<file path="src/rtl/muldiv_pkg.sv">
// Shared constants and types for the iterative multiply/divide unit.
package muldiv_pkg;

    localparam int XLEN = 32;
    localparam int ITER = 32;

    localparam logic [1:0] OP_MULT  = 2'b00;
    localparam logic [1:0] OP_MULTU = 2'b01;
    localparam logic [1:0] OP_DIV   = 2'b10;
    localparam logic [1:0] OP_DIVU  = 2'b11;

    typedef enum logic [1:0] {
        IDLE,
        RUN,
        FIX
    } state_t;

    function automatic logic [XLEN-1:0] mag(
        input logic [XLEN-1:0] v,
        input logic            neg
    );
        return neg ? -v : v;
    endfunction

endpackage

</file>
<file path="src/rtl/muldiv_div_step.sv">
// One restoring-division step: shift in a dividend bit, trial-subtract.
module div_step
    import muldiv_pkg::*;
#(
    parameter int WIDTH = XLEN
) (
    input  logic [WIDTH-1:0] rem,
    input  logic             bit_in,
    input  logic [WIDTH-1:0] divisor,
    output logic [WIDTH-1:0] rem_next,
    output logic             q_bit
);

    logic [WIDTH:0] shifted;
    logic [WIDTH:0] diff;

    // rem < divisor, so shifted < 2*divisor and the borrow bit decides
    assign shifted  = {rem, bit_in};
    assign diff     = shifted - {1'b0, divisor};
    assign q_bit    = ~diff[WIDTH];
    assign rem_next = q_bit ? diff[WIDTH-1:0] : shifted[WIDTH-1:0];

endmodule

</file>
<file path="src/rtl/muldiv.sv">
// Iterative 33-cycle MULT/MULTU/DIV/DIVU unit owning the HI/LO registers.
module muldiv
    import muldiv_pkg::*;
#(
    parameter int WIDTH = XLEN
) (
    input  logic             clk,
    input  logic             rst_n,
    input  logic             start,
    input  logic [1:0]       op,
    input  logic [WIDTH-1:0] busA,
    input  logic [WIDTH-1:0] busB,
    input  logic             hiWr,
    input  logic             loWr,
    output logic             busy,
    output logic             done,
    output logic [WIDTH-1:0] hi,
    output logic [WIDTH-1:0] lo
);

    localparam logic [4:0] LAST = 5'(ITER - 1);

    state_t state;
    state_t state_n;

    logic [4:0]         count;
    logic [2*WIDTH-1:0] acc;
    logic [WIDTH-1:0]   mcand;
    logic [WIDTH-1:0]   a_raw;
    logic               is_div;
    logic               neg_q;
    logic               neg_r;
    logic               dz;

    logic               sgn_a;
    logic               sgn_b;
    logic [WIDTH-1:0]   mag_a;
    logic [WIDTH-1:0]   mag_b;
    logic [2*WIDTH-1:0] start_acc;
    logic [WIDTH-1:0]   start_mcand;

    logic [WIDTH:0]     mul_sum;
    logic [2*WIDTH-1:0] mul_next;
    logic [2*WIDTH-1:0] div_next;
    logic [2*WIDTH-1:0] prod_s;
    logic [WIDTH-1:0]   res_hi;
    logic [WIDTH-1:0]   res_lo;

    logic [WIDTH-1:0]   rem_next;
    logic               q_bit;

    // Divide: acc[63:32] is the partial remainder, acc[31:0] shifts
    // dividend bits out the top and quotient bits in at the bottom.
    div_step #(
        .WIDTH(WIDTH)
    ) u_div_step (
        .rem     (acc[2*WIDTH-1:WIDTH]),
        .bit_in  (acc[WIDTH-1]),
        .divisor (mcand),
        .rem_next(rem_next),
        .q_bit   (q_bit)
    );

    always_ff @(posedge clk) begin
        if (!rst_n) begin
            state <= IDLE;
        end else begin
            state <= state_n;
        end
    end

    always_comb begin
        state_n = state;
        unique case (state)
            IDLE:    if (start) state_n = RUN;
            RUN:     if (count == LAST) state_n = FIX;
            FIX:     state_n = IDLE;
            default: state_n = IDLE;
        endcase
    end

    always_comb begin
        sgn_a       = ~op[0] & busA[WIDTH-1];
        sgn_b       = ~op[0] & busB[WIDTH-1];
        mag_a       = mag(busA, sgn_a);
        mag_b       = mag(busB, sgn_b);
        start_acc   = op[1] ? {{WIDTH{1'b0}}, mag_a}
                            : {{WIDTH{1'b0}}, mag_b};
        start_mcand = op[1] ? mag_b : mag_a;

        // Multiply: add multiplicand into the upper half, shift right
        mul_sum  = {1'b0, acc[2*WIDTH-1:WIDTH]}
                 + {1'b0, (acc[0] ? mcand : {WIDTH{1'b0}})};
        mul_next = {mul_sum, acc[WIDTH-1:1]};
        div_next = {rem_next, acc[WIDTH-2:0], q_bit};

        prod_s = neg_q ? -acc : acc;
        res_hi = prod_s[2*WIDTH-1:WIDTH];
        res_lo = prod_s[WIDTH-1:0];
        if (is_div) begin
            if (dz) begin
                res_hi = a_raw;
                res_lo = {WIDTH{1'b1}};
            end else begin
                res_hi = mag(acc[2*WIDTH-1:WIDTH], neg_r);
                res_lo = mag(acc[WIDTH-1:0], neg_q);
            end
        end
    end

    always_ff @(posedge clk) begin
        if (!rst_n) begin
            count  <= '0;
            acc    <= '0;
            mcand  <= '0;
            a_raw  <= '0;
            is_div <= 1'b0;
            neg_q  <= 1'b0;
            neg_r  <= 1'b0;
            dz     <= 1'b0;
            hi     <= '0;
            lo     <= '0;
            busy   <= 1'b0;
            done   <= 1'b0;
        end else begin
            done <= 1'b0;
            unique case (state)
                IDLE: begin
                    if (start) begin
                        acc    <= start_acc;
                        mcand  <= start_mcand;
                        a_raw  <= busA;
                        is_div <= op[1];
                        neg_q  <= sgn_a ^ sgn_b;
                        neg_r  <= sgn_a;
                        dz     <= (busB == '0);
                        count  <= '0;
                        busy   <= 1'b1;
                    end else begin
                        if (hiWr) hi <= busA;
                        if (loWr) lo <= busA;
                    end
                end
                RUN: begin
                    acc   <= is_div ? div_next : mul_next;
                    count <= count + 5'd1;
                end
                FIX: begin
                    hi   <= res_hi;
                    lo   <= res_lo;
                    busy <= 1'b0;
                    done <= 1'b1;
                end
                default: ;
            endcase
        end
    end

endmodule
</file>
<file path="config.mk">
export PLATFORM = sky130hd
export DESIGN_NAME = muldiv
export DESIGN_NICKNAME = d
export VERILOG_FILES = /design/src/rtl/muldiv_pkg.sv /design/src/rtl/muldiv_div_step.sv /design/src/rtl/muldiv.sv
export SDC_FILE = /design/constraint.sdc
export NUM_CORES = 1
export LEC_CHECK = 0
export ABC_AREA = 1
export ABC_CLOCK_PERIOD_IN_PS = 4720
export CELL_PAD_IN_SITES_DETAIL_PLACEMENT = 1
export CELL_PAD_IN_SITES_GLOBAL_PLACEMENT = 1
export CORE_UTILIZATION = 45
export DETAILED_ROUTE_END_ITERATION = 12
export GPL_TIMING_DRIVEN = 1
export PLACE_DENSITY_LB_ADDON = 0.1
export SKIP_LAST_GASP = 1
export SYNTH_ARGS = -nofsm -noshare
export SYNTH_HDL_FRONTEND = slang
export SYNTH_SLANG_ARGS = --single-unit
</file>
<file path="constraint.sdc">
create_clock -name clk -period 4.72 [get_ports clk]
set_clock_uncertainty 0.2 [all_clocks]
set_input_delay 0.708 -clock clk [delete_from_list [all_inputs] [get_ports clk]]
set_output_delay 0.708 -clock clk [all_outputs]
set_load 0.1 [all_outputs]
</file>
---- Yosys cells after proc, flatten, opt, wreduce, memory -nomap -nowiden ----
Index checks and enable logic that the tools add are counted.
cells by class
  reductions and logical operators ........ 10
  add/sub/neg operators ................... 8
  equality and inequality tests ........... 8
  bitwise gates (word level) .............. 5
  multiplexer cells ....................... 30
operators with widths
  cell                   number
  $mux W32               16
  $mux W64               3
  $neg A32 Y32           4
  $pmux W32 S2           2
  $pmux W64 S2           1
  $neg A64 Y64           1
  $add A32 B32 Y33       1
  $sub A33 B32 Y33       1
  $logic_not A32 Y1      1
  $ne A2 B2 Y1 const B   5
  $pmux W5 S2            1
  $reduce_and A2 Y1      4
  $reduce_and A3 Y1      2
  $add A5 B1 Y5 const B  1
  $eq A5 B5 Y1 const B   1
  $mux W5                1
  $mux W2                2
  $pmux W2 S2            1
  $reduce_bool A2 Y1     2
  $and A1 B1 Y1          2
  $eq A2 B1 Y1 const B   1
  $eq A2 B2 Y1 const B   1
  $logic_not A2 Y1       1
  $mux W1                2
  other kinds (3)        4
storage, ports and cells
  logic and storage cells ................. 74
  bits in registers ....................... 205
  input bits .............................. 71
  output and inout bits ................... 66

---- Longest topological paths before layout ----
Gate-level depths: netlist (run 1).
  depth after elaboration ................. 6
  depth in mapped cells ................... 21
  gate-level depth less buffers ........... 20

---- Modules after synthesis ----
A second synthesis (run 1) with hierarchy kept.
second synthesis, totals
  cells, all modules ...................... 3,670
  area, all modules ....................... 20,139.3 sq um
by module, submodules not included
  module    area an instance (sq um)  times used  cells an instance  sequential area each (sq um)
  muldiv    16,988.8                  1           2,990              4,103.9
  div_step  3,150.5                   1           680                0.0

---- Least setup slack after synthesis (run 1) ----
Ideal clock, no wire load.
  path kind ............................... reg2reg
  start ................................... reg acc[0]
  end ..................................... reg acc[61]
  data arrival time ....................... 2.235 ns
  clock period less this slack ............ 2.568 ns
  setup time .............................. 0.132 ns
  cell stages (with the launch flop) ...... 21
  setup slack ............................. 2.152 ns
  required time ........................... 4.388 ns
  buffers on the path ..................... 1
  cell sequence ........................... dfxtp_1 buf_2 nand2_1 inv_1 ha_1 inv_1 fa_1 inv_1 nand2_1 o21ai_1 nand2_1 nand2_1 nand2_1 nand2_1 nand2_1 nand3_1 nand3_1 nand2_1 inv_1 nand2_1 a21oi_1
on the way
  longest elaborated chain between the ends .. 4
RTL lines
  element                   RTL line       source
  start: declaration        muldiv.sv:27   logic [2*WIDTH-1:0] acc;
  start signal: assignment  muldiv.sv:130  acc <= start_acc;
  start signal: assignment  muldiv.sv:145  acc <= is_div ? div_next : mul_next;
  $mux W32                  muldiv.sv:93   + {1'b0, (acc[0] ? mcand : {WIDTH{1'b0}})};
  $add A32 B32 Y33          muldiv.sv:93
  $mux W64                  muldiv.sv:145
  $pmux W64 S2              muldiv.sv:127  unique case (state)
No other way between the ends.
A chain may end at the register's enable or synchronous reset.

---- Worst setup path in the final report (run 1) ----
  start ................................... reg acc[0]
  end ..................................... reg acc[53]
The elaborated chain is that of the path after synthesis.

==> impl_metrics.toml, run 1 <==
[run_status]
status = "finished, final reports clean"

[routing]
vias = 25371
wl_per_cell_um = 24.3
drt-pass1-iter-count = 6
ant_nets = 0
drcViolationCount = 0
first_iter_violations = 2713
drt-vias-per-instance = 6.10
drt-total-wl_um = 101000

[final_layout]
final_cell_count_no_fill = 4162
layout_common_cells = "972 x nand2_1, 461 x inv_1, 344 x nor2_1"
num-fill-cells = 6219
final_area_mm2 = 0.0222
final_core_util_pct = 51.6
layout_commonest_cell = "nand2_1"
drive_gt1_share_pct = 3.89
syn_to_final_growth_pct = 13.2
num-nets-final = 3703

[synthesis]
yosys.area.top_type_share_pct = 21.0
ys_seq_area_share_pct = 21.0
synth_area_mm2 = 0.0196
synth_area_leaders = "dfxtp_1 21%, nand2_1 19%, inv_1 8.8%"
yosys.cell_types.count = 53
yosys.area.top_type = "dfxtp_1"
netlist_instances = 3516
synth-warning-count = 0
synth_edf_count = 0
synth-main-ff-cell = "dfxtp_1"
synthArstFlopShare_pct = 0
avgSynthCellArea_um2 = 5.57
synth_seq_cells = 205
syn-num-nets = 3659

[floorplanning]
initial_core_util_pct = 45.5
core_area_mm2 = 0.0430
fp.dieH_um = 211
num_rows = 76
die_x_um = 211
ios = 137
die_area_mm2 = 0.0443

[timing]
finalSetupTns_ns = 0
max_slew_margin_pct = 23.5
final_max_slew_viol_count = 0
whs_ns = 0.281
max_freq_mhz = 291
setup_violations = 0
rsz0062_at_grt = "false"
final_hold_viol_count = 0
fin_crit_ns = 3.44
tightest_slew_ns = 1.15
period_share_pct = 72.9
fin_ws_ns = 1.28

[clock_network]
clock_latency_ns = 0.59
clock-sinks = 205
cts-htree-levels = 1
cts_buffers = 25
postCtsSetupBuffers = 0
root_buffer = "clkbuf_16"
cts_hold_buffers = 0
clk_pin_slew_ns = 0.06
cts_tree = "yes"
ctsLongestPathBuffers = 3
post_cts_resized = 0

[placed_design]
numPlacedInstances = 4118
dpl.hpwl_um = 79900
dpl_cell_area_mm2 = 0.0213
io_buffer_count = 136
pre_cts_ws_ns = 1.10
routabilityCongestion = 1.02

[setup_path]
crit_fanout = 35
cp_common_cell = "nand2_1"
cp_top_family = "simple AND/OR/NAND/NOR gates"
criticalPathCategory = "flip-flop to flip-flop"
cp-start-kind = "flip-flop"
cp_slowest_cell = "fa_1"
critPathBufInv = 3
worstPathArrival_ns = 3.68
cp.required_ns = 4.96
max_stage_delay_ns = 0.46
path_cells = "buf_4, nand2_1, fa_1, inv_1, nand2_1, o21ai_1, nand2_1, nand2_1, nand2_1, nand2_1, nand2_1, nand3_1, nand3_1, nand2_1, inv_1, nand2_1, a21oi_1"
endpoint_kind = "flip-flop"

[global_routing]
grt_pass1_vias = 25522
grt_max_degree = 93
grt_overflow = 0
track_usage_pct = 45.0
antenna_found_initial = 8
grt_pass1_wl_um = 152000

[power]
p_per_area_mw_per_mm2 = 317
vdd_drop_max_uv = 257
finalPower_mw = 7.03
power.leakage_nw = 10.7

[flow_run]
maxCapViolCount = 0

[min_path]
min_path_type = "flip-flop to flip-flop"
-- worst paths after layout --
path / start / end / slack, ns / cells past startpoint
max reg2reg: acc[0] / acc[53] / 1.28 / 17
max: acc[0] / acc[53] / 1.28 / 17
min reg2reg: count[3] / count[3] / 0.28 / 2
min: count[3] / count[3] / 0.28 / 2
-- synth_stat cells (6+ instances only) --
cell        n
nor3_1     53
a31oi_1    22
nand2_1   972
clkbuf_1  110
buf_2      18
buf_1      18
o21ai_0   326
nor2_1    348
nor2_2     15
inv_2      13
a21o_1      9
nand4_1    31
o21bai_1   10
buf_6       6
nand3b_1   22
inv_1     461
o21ai_1    13
a21oi_1   311
dfxtp_1   205
ha_1       70
or2_2       7
o221ai_1   10
xor2_1     62
nand3_1   316
nand2_2     7
o211ai_1   23
-- layer usage --
metal / routed length, um / global-route usage, %
met2: 42800 / 68.7
met3: 10700 / 10.9
met4: 8100 / 31.2
met1: 39400 / 55.7
met5: 97 / 0
-- cell families after synthesis --
logic type / after synthesis / share of synthesized area (%)
flip-flops: 205 / 21.0
buffers and inverters: 631 / 12.5
AND/OR/NAND/NOR: 1799 / 38.8
AO/OA/AOI/OAI: 745 / 20.3
XOR/XNOR: 64 / 2.86
adder cells (fa/ha/maj): 72 / 4.68
-- tightest hold or removal path, stage by stage (launching register included) --
cell,delay (ns)
dfxtp_1,0.31
nand2_1,0.06
a21oi_1,0.06
-- state kept, by name, summed over array words and instances (netlist names) --
| signal | flops |
|---|---|
| dz | 1 |
| a_raw | 32 |
| neg_r | 1 |
| lo | 32 |
| busy | 1 |
| hi | 32 |
| is_div | 1 |
| done | 1 |
| mcand | 32 |
| count | 5 |
| acc | 64 |
| neg_q | 1 |
| state | 2 |
-- layout make-up --
cell class              instances  area [um^2]  share of cell area (%)
multi-input cells            2680        13100                    59.0
inverters                     478         1790                    8.09
clock buffers                  34          701                    3.16
well taps                     585          732                    3.30
diodes                          3         7.51                  0.0339
clock inverters                 7          128                   0.576
repair buffers                170         1630                    7.34
flip-flops and latches        205         4110                    18.5
-- power breakdown --
part           internal, mW  total, mW  switching [mW]
sequential             1.87       2.07           0.198
clock                  1.20       2.07           0.866
combinational         0.772       2.89            2.12
total                  3.84       7.03            3.18
(Power assumes the default switching activity.)
==> run 2: changes to the inputs <==
- ABC_CLOCK_PERIOD_IN_PS: 4720 -> 3560
- CORE_UTILIZATION: 45 -> 42
- clock period: 4.72 -> 3.56 ns (I/O delays scaled with it)
==> run 2 against run 1 <==
  * Critical path depth fell by 2
  * Critical path type unchanged
  * Final cell count grew 1.8%
  * Worst hold slack got worse by 0.11 ns
  * Flip-flop and latch count stayed put
  * Total power rose by 37%
  * Global-route usage increased by 0.42 points
==> impl_metrics.toml, run 2 (synthesis results as in run 1) <==
[setup_path]
crit_fanout = 34
max_stage_delay_ns = 0.38
cp_slowest_cell = "a21oi_1"
cp_common_cell = "nand2_1"
endpoint_kind = "flip-flop"
criticalPathCategory = "flip-flop to flip-flop"
cp_top_family = "simple AND/OR/NAND/NOR gates"
path_cells = "buf_4, inv_2, ha_1, nand3_2, nor3_2, nand2_1, nor2_1, nand2_1, nand2_2, o21ai_0, nand2_1, nand3_1, nand2_1, nand2_1, a21oi_1"
worstPathArrival_ns = 3.72
cp-start-kind = "flip-flop"
cp.required_ns = 3.83
critPathBufInv = 2

[global_routing]
grt_pass1_wl_um = 163000
grt_max_degree = 92
antenna_found_initial = 10
grt_overflow = 0
track_usage_pct = 45.4
grt_pass1_vias = 25979

[placed_design]
io_buffer_count = 136
routabilityCongestion = 1.01
dpl.hpwl_um = 85900
numPlacedInstances = 4182

[final_layout]
layout_common_cells = "972 x nand2_1, 460 x inv_1, 344 x nor2_1"
num-nets-final = 3754
regMostFlops = "acc"
syn_to_final_growth_pct = 15.5
final_cell_count_no_fill = 4235
drive_gt1_share_pct = 5.98
largest_register_ffs = 64
num-fill-cells = 6480
final_core_util_pct = 49.5
layout_commonest_cell = "nand2_1"

[timing]
max_freq_mhz = 290
final_hold_viol_count = 0
final_max_slew_viol_count = 0
period_share_pct = 96.7
fin_crit_ns = 3.44
rsz0062_at_grt = "false"
finalSetupTns_ns = 0
max_slew_margin_pct = 31.4
tightest_slew_ns = 1.03
setup_violations = 0

[routing]
wl_met1_um = 42500
first_iter_violations = 3091
wl_met3_um = 11800
drcViolationCount = 0
vias = 26326
ant_nets = 0
drt-vias-per-instance = 6.22
maxUsedRoutingLayer = "met5"
drt-total-wl_um = 110000
drt-pass1-iter-count = 8
wl_per_cell_um = 26.0
route.met2.wl_um = 46100

[clock_network]
cts_tree = "yes"
clk_pin_slew_ns = 0.08
cts-htree-levels = 1
clock_latency_ns = 0.60
ctsLongestPathBuffers = 3
postCtsSetupBuffers = 0
cts_buffers = 26
clock-sinks = 205
root_buffer = "clkbuf_16"

[floorplanning]
fp.dieH_um = 218
initial_core_util_pct = 42.9
die_area_mm2 = 0.0475
die_x_um = 218
ios = 137
num_rows = 78
core_area_mm2 = 0.0457

[power]
vdd_drop_max_uv = 435
power.leakage_nw = 11.1
p_per_area_mw_per_mm2 = 426

[flow_run]
maxCapViolCount = 0

[run_status]
status = "finished, final reports clean"

[min_path]
min_path_type = "input port to flip-flop"
==> run 2: routing by layer <==
metal / global-route usage (%) / vias up
met3: 11.7 / 505
met2: 67.9 / 1628
li1: - / 11589
met1: 56.4 / 12582
met4: 32.6 / 22
met5: 0 / -
==> run 2: area by class of cell <==
cell class / count / area [um^2] / area share (%)
clock inverters: 12 / 134 / 0.592
multi-input cells: 2681 / 13100 / 58.0
diodes: 4 / 10.0 / 0.0443
clock buffers: 36 / 748 / 3.31
flip-flops and latches: 205 / 4110 / 18.2
repair buffers: 219 / 1960 / 8.67
inverters: 478 / 1790 / 7.94
well taps: 600 / 751 / 3.32
==> run 2: per-stage QoR <==
stage	total power [mW]	setup slack (ns)	hold slack (ns)	instance area, um^2
after global placement	6.50	0.343	0.252	21700
after floorplan	5.25	0.992	0.230	19600
after global routing	9.96	0.0202	0.198	22600
after detailed placement	6.60	0.207	0.271	21700
final	9.63	0.116	0.172	22600
after CTS	9.41	0.0792	0.157	22600
==> run 2: path summary, 6_finish.rpt <==
path	cells past startpoint	end	startpoint	slack, ns
hold / removal	3	a_raw[29]	rst_n	0.17
setup reg to reg	15	hi[6]	acc[0]	0.12
setup / recovery	15	hi[6]	acc[0]	0.12
hold reg to reg	2	count[3]	count[3]	0.27
==> run 2: what timing repair did <==
| item | 4_1_cts | 5_1_grt |
|---|---|---|
| hold buffers | 0 | 0 |
| hold endpoints to repair | 0 | 0 |
| resized for setup | 0 | 3 |
| endpoints found under the setup margin | 0 | 32 |
==> run 2: worst reg2reg max path: cells and delay by family, from the launching register on <==
kind / cells / cell delay [ns]
AND/OR/NAND/NOR: 10 / 1.62
flip-flops: 1 / 0.32
AO/OA/AOI/OAI: 2 / 0.53
buffers and inverters: 2 / 0.44
adder cells (fa/ha/maj): 1 / 0.23
==> run 2: power by group <==
group	internal, mW	total (mW)	switching, mW
Sequential	2.48	2.74	0.258
Clock	1.62	2.84	1.22
Combinational	1.07	4.05	2.99
Total	5.16	9.63	4.47
